--- config.mk ---
export PLATFORM = sky130hd
export DESIGN_NAME = ctrl_pipe
export DESIGN_NICKNAME = d
export VERILOG_FILES = /design/src/rtl/ctrl_pipe.sv
export SDC_FILE = /design/constraint.sdc
export NUM_CORES = 1
export LEC_CHECK = 0
export ABC_AREA = 1
export CORE_MARGIN = 4
export CORE_UTILIZATION = 48
export CTS_CLUSTER_SIZE = 8
export DETAILED_ROUTE_END_ITERATION = 10
export GPL_TIMING_DRIVEN = 0
export MAX_ROUTING_LAYER = met4
export PLACE_DENSITY = 0.85
export SYNTH_ARGS = -nofsm -noshare
export SYNTH_HDL_FRONTEND = slang
export SYNTH_SLANG_ARGS = --single-unit
--- constraint.sdc ---
create_clock -name clk -period 6.3 [get_ports clk]
set_clock_uncertainty 0.1 [all_clocks]
set_input_delay 0.63 -clock clk [delete_from_list [all_inputs] [get_ports clk]]
set_output_delay 0.63 -clock clk [all_outputs]
set_load 0.02 [all_outputs]
--- src/rtl/ctrl_pipe.sv ---
// Control-path carrier for the five-stage core: EX/MEM/WB control registers,
// RAW hazard interlock, EX operand forwarding selects and stall/flush counters.
module ctrl_pipe #(
   parameter int DWIDTH    = 32,
   parameter int CTRLW     = 12,
   parameter int FWD_EN    = 1,
   parameter int RF_BYPASS = 0,
   parameter int CNTW      = 32
) (
   input  logic              clk,
   input  logic              reset,
   input  logic              id_valid_i,
   input  logic [DWIDTH-1:0] id_insn_i,
   input  logic [CTRLW-1:0]  id_ctrl_i,
   input  logic [4:0]        id_rs1_i,
   input  logic [4:0]        id_rs2_i,
   input  logic [4:0]        id_rd_i,
   input  logic              id_use_rs1_i,
   input  logic              id_use_rs2_i,
   input  logic              ex_redirect_i,
   output logic              stall_o,
   output logic              kill_id_o,
   output logic              ex_valid_o,
   output logic              mem_valid_o,
   output logic              wb_valid_o,
   output logic [CTRLW-1:0]  ex_ctrl_o,
   output logic [CTRLW-1:0]  mem_ctrl_o,
   output logic [CTRLW-1:0]  wb_ctrl_o,
   output logic [4:0]        ex_rd_o,
   output logic [4:0]        mem_rd_o,
   output logic [4:0]        wb_rd_o,
   output logic [DWIDTH-1:0] ex_insn_o,
   output logic [1:0]        fwd_a_o,
   output logic [1:0]        fwd_b_o,
   output logic [CNTW-1:0]   stall_cnt_o,
   output logic [CNTW-1:0]   flush_cnt_o
);

   logic              r_ex_v, r_mem_v, r_wb_v;
   logic [CTRLW-1:0]  r_ex_ctrl, r_mem_ctrl, r_wb_ctrl;
   logic [4:0]        r_ex_rd, r_mem_rd, r_wb_rd;
   logic [4:0]        r_ex_rs1, r_ex_rs2;
   logic              r_ex_u1, r_ex_u2;
   logic [DWIDTH-1:0] r_ex_insn;
   logic [CNTW-1:0]   r_stall_cnt, r_flush_cnt;

   logic w_hit_ex, w_hit_mem, w_hit_wb, w_haz, w_stall, w_load;

   // A producer in a stage hits a consumer operand when it really writes a
   // nonzero register that the consumer really reads.
   function automatic logic f_hit(input logic v, input logic wr, input logic [4:0] rd,
                                  input logic [4:0] rs, input logic use_f);
      return v & wr & (rd != 5'd0) & use_f & (rd == rs);
   endfunction

   function automatic logic [1:0] f_sel(input logic [4:0] rs, input logic use_f);
      logic [1:0] sel;
      sel = 2'b00;
      if (FWD_EN != 0 && use_f && rs != 5'd0) begin
         if (f_hit(r_mem_v, r_mem_ctrl[0], r_mem_rd, rs, use_f))     sel = 2'b10;
         else if (f_hit(r_wb_v, r_wb_ctrl[0], r_wb_rd, rs, use_f))   sel = 2'b01;
      end
      return sel;
   endfunction

   always_comb begin
      w_hit_ex  = f_hit(r_ex_v,  r_ex_ctrl[0],  r_ex_rd,  id_rs1_i, id_use_rs1_i) |
                  f_hit(r_ex_v,  r_ex_ctrl[0],  r_ex_rd,  id_rs2_i, id_use_rs2_i);
      w_hit_mem = f_hit(r_mem_v, r_mem_ctrl[0], r_mem_rd, id_rs1_i, id_use_rs1_i) |
                  f_hit(r_mem_v, r_mem_ctrl[0], r_mem_rd, id_rs2_i, id_use_rs2_i);
      w_hit_wb  = f_hit(r_wb_v,  r_wb_ctrl[0],  r_wb_rd,  id_rs1_i, id_use_rs1_i) |
                  f_hit(r_wb_v,  r_wb_ctrl[0],  r_wb_rd,  id_rs2_i, id_use_rs2_i);
      // With forwarding only a load in EX is too late; otherwise every
      // in-flight producer blocks until the RF holds the value.
      if (FWD_EN != 0) w_haz = w_hit_ex & r_ex_ctrl[1];
      else             w_haz = w_hit_ex | w_hit_mem | ((RF_BYPASS == 0) & w_hit_wb);
      w_stall = id_valid_i & w_haz & ~ex_redirect_i;
      w_load  = id_valid_i & ~ex_redirect_i & ~w_stall;
   end

   always_ff @(posedge clk or posedge reset) begin
      if (reset) begin
         r_ex_v <= 1'b0; r_ex_ctrl <= '0; r_ex_rd <= '0; r_ex_insn <= '0;
         r_ex_rs1 <= '0; r_ex_rs2 <= '0; r_ex_u1 <= 1'b0; r_ex_u2 <= 1'b0;
         r_mem_v <= 1'b0; r_mem_ctrl <= '0; r_mem_rd <= '0;
         r_wb_v <= 1'b0; r_wb_ctrl <= '0; r_wb_rd <= '0;
         r_stall_cnt <= '0; r_flush_cnt <= '0;
      end else begin
         r_mem_v <= r_ex_v;  r_mem_ctrl <= r_ex_ctrl;  r_mem_rd <= r_ex_rd;
         r_wb_v  <= r_mem_v; r_wb_ctrl  <= r_mem_ctrl; r_wb_rd  <= r_mem_rd;
         if (w_load) begin
            r_ex_v <= 1'b1; r_ex_ctrl <= id_ctrl_i; r_ex_rd <= id_rd_i; r_ex_insn <= id_insn_i;
            r_ex_rs1 <= id_rs1_i; r_ex_rs2 <= id_rs2_i;
            r_ex_u1 <= id_use_rs1_i; r_ex_u2 <= id_use_rs2_i;
         end else begin
            r_ex_v <= 1'b0; r_ex_ctrl <= '0; r_ex_rd <= '0; r_ex_insn <= '0;
            r_ex_rs1 <= '0; r_ex_rs2 <= '0; r_ex_u1 <= 1'b0; r_ex_u2 <= 1'b0;
         end
         if (w_stall && r_stall_cnt != '1)       r_stall_cnt <= r_stall_cnt + CNTW'(1);
         if (ex_redirect_i && r_flush_cnt != '1) r_flush_cnt <= r_flush_cnt + CNTW'(1);
      end
   end

   assign stall_o     = w_stall;
   assign kill_id_o   = ex_redirect_i;
   assign ex_valid_o  = r_ex_v;
   assign mem_valid_o = r_mem_v;
   assign wb_valid_o  = r_wb_v;
   assign ex_ctrl_o   = r_ex_ctrl;
   assign mem_ctrl_o  = r_mem_ctrl;
   assign wb_ctrl_o   = r_wb_ctrl;
   assign ex_rd_o     = r_ex_rd;
   assign mem_rd_o    = r_mem_rd;
   assign wb_rd_o     = r_wb_rd;
   assign ex_insn_o   = r_ex_insn;
   assign fwd_a_o     = f_sel(r_ex_rs1, r_ex_u1);
   assign fwd_b_o     = f_sel(r_ex_rs2, r_ex_u2);
   assign stall_cnt_o = r_stall_cnt;
   assign flush_cnt_o = r_flush_cnt;

endmodule

==> summary.txt, run 1 <==
crit path time final = 3.60 ns
hold crit path type = flop to flop
count leader, synth = nand2_1
worst-path maximum fanout = 10
critical path type = input pin to output port
r2r worst-path depth = 9
CTS tree = built
GRT Total Usage = 0.261
placer congestion estimate = 0.934
Async S/R FF share, synth = 1.00
Critical Path RT = 5.57 ns
xor/xnor share of the synthesized area = 0.0437
critical path endpoint category = output port
CTS buffer count = 17
vias in the first global route = 7150
clock transition at the registers of the reported paths = 0.06 ns
first-pass GRT wire length = 36.1 mm
Slew headroom = 0.632
Detailed Place HPWL = 17.4 mm
register bit count reported by yosys = 162
reg2reg end = flush_cnt_o[27]
Worst Hold Path EP = mem_ctrl_o[5]
Clock Tree Buf Depth = 2
Post-Route WL = 22.8 mm
I/O pin count = 221
port buffer count = 220
DR vias = 7344
row cnt = 46
fin. max-slew vios = 0
RSZ-0062 raised after global routing = false
TritonRoute pass-1 iters = 7
Simple-Gate Fraction of Synth Area = 0.323
register area share after synthesis = 0.519
share of the synthesized area in the top cell type = 0.519
Setup Buffers After CTS = 0
leak pwr = 5.17 nW
CP Launch Type = input pin
post-cts resize count = 0
synthesized area per cell = 7.70 um^2
largest cells by area after synthesis = dfrtp_1 (52%), nand2_1 (17%), nor2_1 (8.5%)
area of the mapped netlist = 0.00781 mm^2
Pwr Density = 227 mW/mm^2
Post-DRT Antenna Nets = 0
adder-cell area share of the yosys netlist = 0.00320
Hold Crit Depth = 0
GRT overflow = 0
delay-heaviest family, CP = buffers and inverters
Buf/Inv on CP = 4
H-tree Lvls = 4
Clock Latency Late Sink = 0.43 ns
initial antenna violation count = 2
prevailing post-synth register cell = dfrtp_1
actual slew at the worst max-slew pin = 0.551 ns
CTS Root Cell = clkbuf_16
crit-path cells = clkdlybuf4s50_1 -> inv_1 -> nand2_1 -> nand2_1 -> nor2_1 -> nand3_1 -> a21oi_1 -> buf_2 -> clkdlybuf4s50_1
Yosys cell types = 28
post-synthesis mux area share = 0
Post-synth EDFFs = 0
# DRC = 0
Die Ht = 136 um
syn_nets = 1082
CTS hold repair buffers = 0
die span in x = 136 um
top cells by count, synth = nand2_1 (350), nor2_1 (176), dfrtp_1 (162), inv_1 (139), nand3_1 (37)
post-synthesis compound-gate area fraction = 0.0261
Critical Path AT = 2.87 ns
largest family of logic cells by synthesized area = simple AND/OR/NAND/NOR gates
Initial Util = 0.490
Finished Core Util = 0.685
YS warnings = 0
total of max-cap violations = 0
final hold vios = 0
CP max-delay cell = clkdlybuf4s50_1
setup ws final = 2.70 ns
area of the core = 0.0159 mm^2
status = complete, no violations
worst reg2reg setup slack = 3.96 ns
post-DR wirelength/cell = 15.3 um
layout net count = 1322
hold path startpoint = ex_ctrl_o[5]
Synth area leader = dfrtp_1
final worst-path cycle share = 0.571
Die Area = 0.0184 mm^2
layout cell share with drive strength beyond 1 = 0.0489
Area Growth Syn to Fin = 39.7%
launch point of the worst reg-to-reg path = flush_cnt_o[0]
vias per std cell = 4.94
Setup-failing EPs final = 0
Max VDD drop = 0.191 mV
Placement Setup Slack = 2.72 ns
largest net degree at the start of global routing = 87
Sink Count = 162
fmax = 278 MHz
initial drt markers = 493
slowest stage delay, CP = 0.65 ns
Mapped Cells = 1015
-- worst max path at each step --
stage / from / end / slack, ns / cells after the start
after floorplan: reset / ex_ctrl_o[0] / 1.19 / 1
after global placement: reset / ex_insn_o[2] / -0.97 / 2
after detailed placement: ex_redirect_i / stall_o / 2.72 / 8
after CTS: id_rs2_i[2] / stall_o / 2.72 / 9
after global routing: ex_redirect_i / stall_o / 2.54 / 8
final: id_rs2_i[2] / stall_o / 2.70 / 9
-- power by group --
part           internal, W  leakage (nW)  switching [W]
Sequential         0.00108          2.20      0.0000453
Combinational     0.000146          2.68       0.000164
Clock             0.000584         0.287       0.000451
-- sequential cells by signal, indices dropped and copies added (netlist names) --
signal	flops
mem_rd_o	5
ex_insn_o	32
stall_cnt_o	32
ex_valid_o	1
flush_cnt_o	32
r_ex_rs2	5
wb_rd_o	5
wb_ctrl_o	12
mem_ctrl_o	12
ex_rd_o	5
mem_valid_o	1
ex_ctrl_o	12
r_ex_u1	1
r_ex_u2	1
r_ex_rs1	5
wb_valid_o	1
-- cells in the final DEF (no fill, tap or decap), drive strengths merged, types with 5 or more instances in the layout --
cell type      instances
inv                  144
nand3b                22
o21ai                 33
xnor2                 21
nor2                 179
nor3                  14
buf                   19
clkinv                 5
nand4                  8
clkbuf                21
nand2                352
clkdlybuf4s50        220
dfrtp                162
xor2                  18
nand3                 39
-- kinds of logic (layout without fill, tap and decap cells) --
| logic type | after synthesis | after routing |
|---|---|---|
| buffers and inverters | 159 | 412 |
| adder cells (fa/ha/maj) | 2 | 2 |
| XOR/XNOR | 39 | 39 |
| flip-flops | 162 | 162 |
| other | 0 | 2 |
| AO/OA/AOI/OAI | 38 | 38 |
| AND/OR/NAND/NOR | 615 | 615 |
-- metal layers --
metal  part of all wire  global-route usage  vias to the layer above
met5                  0                   -                        -
met4              0.027              0.0924                        0
met3              0.090              0.0747                       47
met2               0.48               0.421                      318
met1               0.40               0.316                     3415
li1                   -                   -                     3564
-- metrics by stage --
stage / power (W) / hold WS [ns] / cell area (um^2) / TNS (ns) / instances
2_1_floorplan: 0.00129 / 0.394 / 7810 / 0 / 1015
3_3_place_gp: 0.00145 / 0.256 / 10300 / -155.34 / 1451
3_5_place_dp: 0.00146 / 0.262 / 10300 / 0 / 1452
4_1_cts: 0.00249 / 0.274 / 10900 / 0 / 1484
5_1_grt: 0.00257 / 0.280 / 10900 / 0 / 1486
6_report: 0.00247 / 0.274 / 10900 / 0 / 1486
-- area by class of cell --
type                    instances  area (um^2)
repair buffers                221         2230
clock inverters                12          121
flip-flops and latches        162         4050
diodes                          2         5.00
clock buffers                  20          467
fillers                      1279         5030
well taps                     216          270
inverters                     140          533
multi-input cells             694         3100
plain buffers                  19          136
(Power assumes the default switching activity.)
==> run 2: changes to the inputs <==
--- a/config.mk
+++ b/config.mk
@@ -7,12 +7,12 @@
 export LEC_CHECK = 0
 export ABC_AREA = 1
 export CORE_MARGIN = 4
-export CORE_UTILIZATION = 48
+export CORE_UTILIZATION = 44
 export CTS_CLUSTER_SIZE = 8
 export DETAILED_ROUTE_END_ITERATION = 10
 export GPL_TIMING_DRIVEN = 0
 export MAX_ROUTING_LAYER = met4
-export PLACE_DENSITY = 0.85
+export PLACE_DENSITY = 0.83
 export SYNTH_ARGS = -nofsm -noshare
 export SYNTH_HDL_FRONTEND = slang
 export SYNTH_SLANG_ARGS = --single-unit
==> constraint.sdc (replaced) <==
create_clock -name clk -period 3.29 [get_ports clk]
set_clock_uncertainty 0.1 [all_clocks]
set_input_delay 0.329 -clock clk [delete_from_list [all_inputs] [get_ports clk]]
set_output_delay 0.329 -clock clk [all_outputs]
set_load 0.02 [all_outputs]
==> run 2 against run 1 <==
  * Final area grew 0.76%
  * Die area increased by 8.5%
  * Via count down 1.4%
  * Cell count rose by 0.74%
  * Total power rose by 95%
==> summary.txt, run 2 (synthesis results as in run 1) <==
CTS Root Cell = clkbuf_16 (unchanged)
CP Launch Type = flop (was input pin)
Placement Cell Area = 0.0104 mm^2 (was 0.0103 mm^2)
status = complete, no violations (unchanged)
Slew headroom = 0.652 (was 0.632)
hold crit path type = input pin to asynchronous set/reset pin (was flop to flop)
fmax = 329 MHz
Critical Path AT = 2.61 ns (was 2.87 ns)
final worst-path cycle share = 0.923
actual slew at the worst max-slew pin = 0.522 ns (was 0.551 ns)
slowest stage delay, CP = 0.65 ns (about the same)
WP depth = 8 (was 9)
CTS hold repair buffers = 0 (unchanged)
initial drt markers = 501 (was 493)
worst-path maximum fanout = 10 (unchanged)
Reg power frac = 0.449 (was 0.456)
Finished Core Util = 0.634 (was 0.685)
Setup-failing EPs final = 0 (unchanged)
Initial Util = 0.450 (was 0.490)
Sw Pwr = 0.00129 W (was 0.000660 W)
crit path time final = 3.04 ns
port buffer count = 220 (unchanged)
die span in x = 141 um (was 136 um)
layout cell share with drive strength beyond 1 = 0.0504 (was 0.0489)
met1 usage = 0.292 (was 0.316)
first-pass GRT wire length = 36.5 mm (was 36.1 mm)
# DRC = 0 (unchanged)
final hold vios = 0 (unchanged)
final instance area = 0.0110 mm^2 (was 0.0109 mm^2)
GRT busiest layer = met2 (unchanged)
crit-path cells = inv_1 -> nand2_1 -> nand2_1 -> nor2_1 -> nand3_1 -> a21oi_1 -> buf_2 -> clkdlybuf4s50_1 (was clkdlybuf4s50_1 -> inv_1 -> nand2_1 -> nand2_1 -> nor2_1 -> nand3_1 -> a21oi_1 -> buf_2 -> clkdlybuf4s50_1)
Die Ht = 141 um (was 136 um)
setup ws final = 0.254 ns (was 2.70 ns)
GRT met2 Usage = 0.399 (was 0.421)
post-DR wirelength/cell = 14.9 um (was 15.3 um)
Buf/Inv on CP = 3 (was 4)
TritonRoute pass-1 iters = 5 (was 7)
CP max-delay cell = clkdlybuf4s50_1 (unchanged)
commonest non-fill, non-tap cells in the layout = nand2_1 (350), clkdlybuf4s50_1 (220), nor2_1 (176), dfrtp_1 (162), inv_1 (138) (unchanged)
total of max-cap violations = 0 (unchanged)
Placement Setup Slack = 0.299 ns (was 2.72 ns)
largest net degree at the start of global routing = 42 (was 87)
critical path type = flop to output port (was input pin to output port)
vias per std cell = 4.84 (was 4.94)
DR vias = 7243 (was 7344)
RSZ-0062 raised after global routing = false (unchanged)
Clock power frac = 0.427 (was 0.419)
Sink Count = 162 (unchanged)
Power, Total = 0.00481 W (was 0.00247 W)
critical path endpoint category = output port (unchanged)
I/O pin count = 221 (unchanged)
Max VDD drop = 0.461 mV (was 0.191 mV)
Sw Share = 0.269 (was 0.267)
met3 usage = 0.0512 (was 0.0747)
most common cell after layout, fill and taps aside = nand2_1 (unchanged)
CTS buffer count = 17 (unchanged)
Clock Latency Late Sink = 0.43 ns (about the same)
delay-heaviest family, CP = buffers and inverters (unchanged)
row cnt = 48 (was 46)
CTS tree = built (unchanged)
most used cell, CP = nand2_1
Area Growth Syn to Fin = 40.7% (was 39.7%)
Setup Buffers After CTS = 0 (unchanged)
initial antenna violation count = 1 (was 2)
Int Power = 0.00352 W (was 0.00181 W)
Fin Hold WS = 0.177 ns (was 0.274 ns)
Detailed Place HPWL = 17.4 mm (about the same)
Pwr Density = 438 mW/mm^2 (was 227 mW/mm^2)
GRT Total Usage = 0.238 (was 0.261)
Post-DRT Antenna Nets = 0 (unchanged)
r2r worst-path depth = 9 (unchanged)
layout net count = 1325 (was 1322)
GRT overflow = 0 (unchanged)
Critical Path RT = 2.86 ns (was 5.57 ns)
vias in the first global route = 7127 (was 7150)
Clock Tree Buf Depth = 2 (unchanged)
combinational fraction of design power = 0.124 (was 0.125)
placer congestion estimate = 0.954 (was 0.934)
leak pwr = 5.20 nW (was 5.17 nW)
area of the core = 0.0174 mm^2 (was 0.0159 mm^2)
clock transition at the registers of the reported paths = 0.07 ns (was 0.06 ns)
H-tree Lvls = 4 (unchanged)
Post-Route WL = 22.3 mm (was 22.8 mm)
post-cts resize count = 0 (unchanged)
fin. max-slew vios = 0 (unchanged)
Die Area = 0.0200 mm^2 (was 0.0184 mm^2)
==> run 2: cell count changes in the layout (fill, tap and decap cells not counted), sizes merged <==
| cell | previous run | this run |
|---|---|---|
| inv | 144 | 148 |
| buf | 19 | 22 |
| clkinv | 5 | 2 |
| clkbuf | 21 | 19 |
| bufinv | 1 | 2 |
| diode | 2 | 1 |
==> run 2: worst paths after layout <==
kind	end	slack, ns	start
max	stall_o	0.25	ex_rd_o[2]
min	stall_cnt_o[23]	0.18	reset
max reg2reg	flush_cnt_o[19]	0.98	flush_cnt_o[0]
min reg2reg	mem_ctrl_o[6]	0.28	ex_ctrl_o[6]
max in group asynchronous	ex_insn_o[3]	1.62	reset
min in group clk	mem_ctrl_o[6]	0.28	ex_ctrl_o[6]
==> run 2: power by group through the flow <==
stage          sequential, W  combinational, W  clock (W)
2_1_floorplan        0.00227          0.000199          0
3_3_place_gp         0.00219          0.000579          0
3_5_place_dp         0.00220          0.000601          0
4_1_cts              0.00216          0.000605    0.00210
5_1_grt              0.00217          0.000648    0.00219
6_report             0.00216          0.000596    0.00206
==> run 2: worst register-to-register path: stages, from the launching register on <==
cell     delay, ns
dfrtp_1       0.46
ha_1          0.29
nand3_1       0.19
inv_2         0.09
nand2_1       0.15
nor2_2        0.07
a21oi_2       0.42
buf_2         0.33
nand2_1       0.09
nand2_1       0.06
==> run 2: area by class of cell <==
cell class	count	area, um^2
antenna	1	2.50
buffer	19	136
clock buffer	18	429
clock inverter	14	184
fill	1460	6360
inverter	140	529
multi-input combinational	694	3100
sequential	162	4050
tap	225	282
timing repair buffer	224	2280
==> run 2: through the flow <==
step,std cells,TNS [ns]
2_1_floorplan,1015,0
3_3_place_gp,1460,-84.35
3_5_place_dp,1464,0
6_report,1497,0
4_1_cts,1496,0
5_1_grt,1497,0
==> run 2: per-layer routing <==
metal,part of all wire,vias to the layer above,wire (um)
li1,-,3571,-
met1,0.40,3393,8980
met2,0.50,251,11300
met3,0.078,28,1750
met4,0.015,0,335
met5,0,-,0
